`src/rtl/cpu_types_pkg.sv`:
```
// Shared CPU-side types: machine word and RAM handshake status.
package cpu_types_pkg;

   typedef logic [31:0] word_t;

   typedef enum logic [1:0] {
      FREE   = 2'd0,
      BUSY   = 2'd1,
      ACCESS = 2'd2,
      ERROR  = 2'd3
   } ramstate_t;

endpackage

```
`src/rtl/cache_mem_arbiter.sv`:
```
// Arbitrates one RAM port between instruction and data caches; a data block
// transfer of BURST_LEN beats holds the grant so icache reads cannot interleave.
module cache_mem_arbiter
   import cpu_types_pkg::*;
#(
   parameter int unsigned BURST_LEN = 2
) (
   input  logic      CLK,
   input  logic      RST,
   input  logic      iREN,
   input  word_t     iaddr,
   output logic      iwait,
   output word_t     iload,
   input  logic      dREN,
   input  logic      dWEN,
   input  word_t     daddr,
   input  word_t     dstore,
   output logic      dwait,
   output word_t     dload,
   output logic      ramREN,
   output logic      ramWEN,
   output word_t     ramaddr,
   output word_t     ramstore,
   input  word_t     ramload,
   input  ramstate_t ramstate,
   output logic      err
);

   typedef enum logic [1:0] {
      IDLE   = 2'd0,
      DGRANT = 2'd1,
      IGRANT = 2'd2
   } state_t;

   localparam logic [1:0] LAST_BEAT = 2'(BURST_LEN - 1);

   state_t     state_q;
   logic [1:0] beat_q;
   logic       err_q;
   state_t     cur;
   logic       dreq;

   assign dreq = dREN | dWEN;

   always_ff @(posedge CLK) begin
      if (RST) begin
         state_q <= IDLE;
         beat_q  <= '0;
         err_q   <= 1'b0;
      end else begin
         if (state_q != IDLE && ramstate == ERROR) begin
            err_q <= 1'b1;
         end
         case (state_q)
            IDLE: begin
               if (dreq) begin
                  state_q <= DGRANT;
               end else if (iREN) begin
                  state_q <= IGRANT;
               end
            end
            DGRANT: begin
               if (!dreq) begin
                  state_q <= IDLE;
                  beat_q  <= '0;
               end else if (ramstate == ACCESS) begin
                  if (beat_q == LAST_BEAT) begin
                     beat_q  <= '0;
                     state_q <= iREN ? IGRANT : IDLE;
                  end else begin
                     beat_q <= beat_q + 2'd1;
                  end
               end
            end
            IGRANT: begin
               if (!iREN) begin
                  state_q <= IDLE;
               end else if (ramstate == ACCESS) begin
                  // Hand over to a waiting dcache after each icache beat to avoid starvation.
                  state_q <= dreq ? DGRANT : IGRANT;
               end
            end
            default: state_q <= IDLE;
         endcase
      end
   end

   // Reset forces the idle output set immediately, so a burst stops driving RAM this cycle.
   assign cur = RST ? IDLE : state_q;
   assign err = err_q;

   always_comb begin
      ramREN   = 1'b0;
      ramWEN   = 1'b0;
      ramaddr  = '0;
      ramstore = '0;
      iwait    = 1'b1;
      iload    = '0;
      dwait    = 1'b1;
      dload    = '0;
      case (cur)
         DGRANT: begin
            ramaddr  = daddr;
            ramstore = dstore;
            ramWEN   = dWEN;
            ramREN   = dREN & ~dWEN;
            dload    = ramload;
            dwait    = (ramstate != ACCESS);
         end
         IGRANT: begin
            ramREN  = iREN;
            ramaddr = iaddr;
            iload   = ramload;
            iwait   = (ramstate != ACCESS);
         end
         default: ;
      endcase
   end

endmodule

```
`config.mk`:
```
export PLATFORM = sky130hd
export DESIGN_NAME = cache_mem_arbiter
export DESIGN_NICKNAME = d
export VERILOG_FILES = /design/src/rtl/cpu_types_pkg.sv /design/src/rtl/cache_mem_arbiter.sv
export SDC_FILE = /design/constraint.sdc
export NUM_CORES = 1
export LEC_CHECK = 0
export CAP_MARGIN = 10
export CELL_PAD_IN_SITES_DETAIL_PLACEMENT = 1
export CELL_PAD_IN_SITES_GLOBAL_PLACEMENT = 2
export CORE_MARGIN = 1
export CORE_UTILIZATION = 10
export CTS_CLUSTER_SIZE = 40
export DETAILED_ROUTE_END_ITERATION = 10
export PLACE_DENSITY_LB_ADDON = 0.1
export REMOVE_ABC_BUFFERS = 1
export SETUP_SLACK_MARGIN = 0.3
export SYNTH_ARGS = -nofsm -noshare
export SYNTH_HDL_FRONTEND = slang
export SYNTH_SLANG_ARGS = --single-unit
```
`constraint.sdc`:
```
create_clock -name CLK -period 1.9 [get_ports CLK]
set_input_delay 0.38 -clock CLK [delete_from_list [all_inputs] [get_ports CLK]]
set_output_delay 0.38 -clock CLK [all_outputs]
set_load 0.01 [all_outputs]
```
==> impl_metrics.py <==
metrics = {
    "power": {
        "p_switching_uw": 363,
        "clkPwrFrac_pct": 26.9,
        "p_per_area_mw_per_mm2": 246,
        "pwr-share-seq_pct": 8.8,
        "swShare_pct": 28.1,
        "internal_power_uw": 927,
        "combPwrFrac_pct": 64.3,
        "peakVddDrop_uv": 193,
        "p_leak_uw": 0.00235,
    },
    "layout": {
        "nets": 662,
        "diodes": 0,
        "area_growth_pct": 274,
        "drive_gt1_share_pct": 57.1,
        "fin_util_pct": 38.9,
        "final_cell_count_no_fill": 700,
    },
    "logic_synthesis": {
        "ys.flop_type": "dfxtp_1",
        "synth_most_common_cell": "and2_1",
        "synth_top_area_share_pct": 43.3,
        "synthCells": 221,
        "yosys-top-cells-count": "97 x and2_1, 36 x nor2_1, 32 x a22oi_1, 12 x clkbuf_1, 6 x buf_2",
        "ys_seq_area_share_pct": 7.15,
        "synth_cell_types": 22,
        "yosys_warnings": 0,
        "ys_seq_elements": 5,
        "synth_edf_count": 0,
        "yosys.area.top_type": "and2_1",
        "avgSynthCellArea_um2": 6.34,
        "syn_area_mm2": 0.00140,
        "async_reset_ff_share_pct": 0,
        "ys_top_cells_by_area": "and2_1 43%, a22oi_1 17%, nor2_1 9.7%",
    },
    "global_routing": {
        "use_met2_pct": 34.8,
        "grtUsageTotal_pct": 17.4,
        "grt_use_met1_pct": 17.7,
        "grt_pass1_vias": 2903,
        "overflow": 0,
        "antenna_found_initial": 0,
        "grt_pass1_wl_mm": 18.7,
        "grt_max_degree": 26,
        "use_met3_pct": 4.86,
        "gr-max-usage-layer": "met2",
    },
    "critical_path": {
        "start_kind": "flop",
        "critPathMaxFanout": 12,
        "timing.rr.start": "state_q[1]$_SDFFE_PP0P_",
        "end_kind": "output pin",
        "cp.required_ns": 1.52,
        "cp-startpoint": "state_q[0]$_SDFFE_PP0P_",
        "crit_type": "flop to output pin",
        "crit_arrival_ns": 1.52,
    },
    "worst_hold_path": {
        "min_path_type": "input pin to flop",
        "hp-start": "RST",
    },
    "cts": {
        "cts_tree": "yes",
        "numCtsBuffers": 3,
        "clock_latency_ns": 0.23,
        "root_buffer": "clkbuf_16",
        "cts_max_level": 1,
        "clock-sinks": 5,
        "clk_pin_slew_ns": 0.03,
        "holdBufCountCts": 0,
        "cts_buffer_depth": 2,
    },
    "status": {
        "violations": "setup timing",
        "status": "complete, but fails checks",
    },
    "routing": {
        "avgRoutedWirePerCell_um": 19.0,
        "firstDrtPassIters": 3,
        "wl_mm": 13.3,
        "drt_iter0_drc": 44,
        "routed_via_density": 3.99,
        "drcViolationCount": 0,
        "vias": 2792,
        "ant_nets": 0,
    },
    "placed_design": {
        "dp_hpwl_mm": 9.97,
        "post-place-ws_ns": -0.856,
        "dp.cells": 661,
        "port_buffers": 267,
        "routabilityCongestion": 0.793,
    },
    "floorplanning": {
        "die_h_um": 120,
        "top_level_ports": 268,
        "dieArea_mm2": 0.0145,
        "die-width_um": 120,
        "coreArea_mm2": 0.0135,
        "rows": 42,
        "start_util_pct": 10.4,
    },
    "sta": {
        "relSlewSlack_pct": 79.1,
        "worst_slew_pin_slew_ns": 0.312,
        "setup-violations-final": 2,
        "finalCriticalPeriod_ns": 1.90,
        "drv_slew": 0,
        "max_freq_mhz": 526,
        "rsz0062_at_grt": "yes",
        "period_share_pct": 100,
        "hold_violations": 0,
        "worst_slack_ns": -0.00294,
        "fin_skew_ns": 0.000297,
    },
    "run": {
        "drv_cap": 0,
    },
}
## path summary, 6_finish.rpt
path / to / slack, ns / cells after the start
max: dload[31] / -0.003 / 8
min: state_q[0]$_SDFFE_PP0P_ / 0.45 / 3
max reg2reg: beat_q[0]$_SDFFE_PP0P_ / 0.78 / 4
min reg2reg: err$_SDFFE_PP0P_ / 0.48 / 2
## worst max-delay path, stage by stage (launching register included)
cell and delay (ns):
dfxtp_2 0.33, nand2_4 0.07, inv_2 0.04, ha_4 0.19
buf_6 0.12, buf_12 0.12, buf_16 0.14, and2_1 0.13
buf_2 0.14
## placed cells by master (no fill, tap or decap), types with 5 or more instances in the layout
cell type	instances
clkbuf_16	5
nor2_1	36
buf_16	10
a22oi_2	31
buf_12	11
and2_1	33
buf_6	79
buf_4	18
and2_4	64
clkdlybuf4s50_1	134
buf_2	64
## power groups by stage
stage / Sequential (uW) / Combinational, uW / Clock (uW)
floorplan: 116 / 157 / 0
global placement: 114 / 670 / 0
detailed placement: 114 / 674 / 0
CTS: 114 / 809 / 350
global route: 114 / 881 / 358
finish: 114 / 829 / 347
## cell type report
type | count | area [um^2]
clock buffer | 4 | 78.8
multi-input combinational | 191 | 1540
inverter | 3 | 13.8
fill | 1578 | 8220
tap | 176 | 220
sequential | 5 | 103
timing repair buffer | 321 | 3280
## registers in the layout, indices dropped and copies added, names as in the netlist
| name | cells |
|---|---|
| beat_q | 2 |
| err | 1 |
| state_q | 2 |
## per-stage QoR
| step | cell area [um^2] | setup TNS, ns | power [uW] | hold slack (ns) |
|---|---|---|---|---|
| 3_5_place_dp | 4410 | -102.25 | 787 | 0.464 |
| 3_3_place_gp | 4410 | -100.43 | 783 | 0.469 |
| 6_report | 5240 | -0.00340 | 1290 | 0.445 |
| 2_1_floorplan | 1290 | -84.33 | 273 | 0.452 |
| 5_1_grt | 5240 | -2.04 | 1350 | 0.460 |
| 4_1_cts | 5030 | -0.0125 | 1270 | 0.446 |
## cells by family (layout without fill, tap and decap cells)
logic type,after synthesis,after routing,synth area share [%]
simple gates,149,149,61.3
compound gates,40,40,21.4
buf+inv,25,328,8.31
flops,5,5,7.15
fa+ha+maj,2,2,1.79
## routing by layer
metal	vias to the layer above	wire length, um
met5	-	0
met4	0	202
met3	12	1150
met2	127	7270
met1	1309	4660
li1	1344	-
## timing repair
item	CTS	global route
pin swaps	24	19
setup endpoints to repair	132	132
buffers inserted	19	4
gates cloned	10	2
gates resized for setup	719	41
No activity file was read; power rests on OpenSTA's default activity.
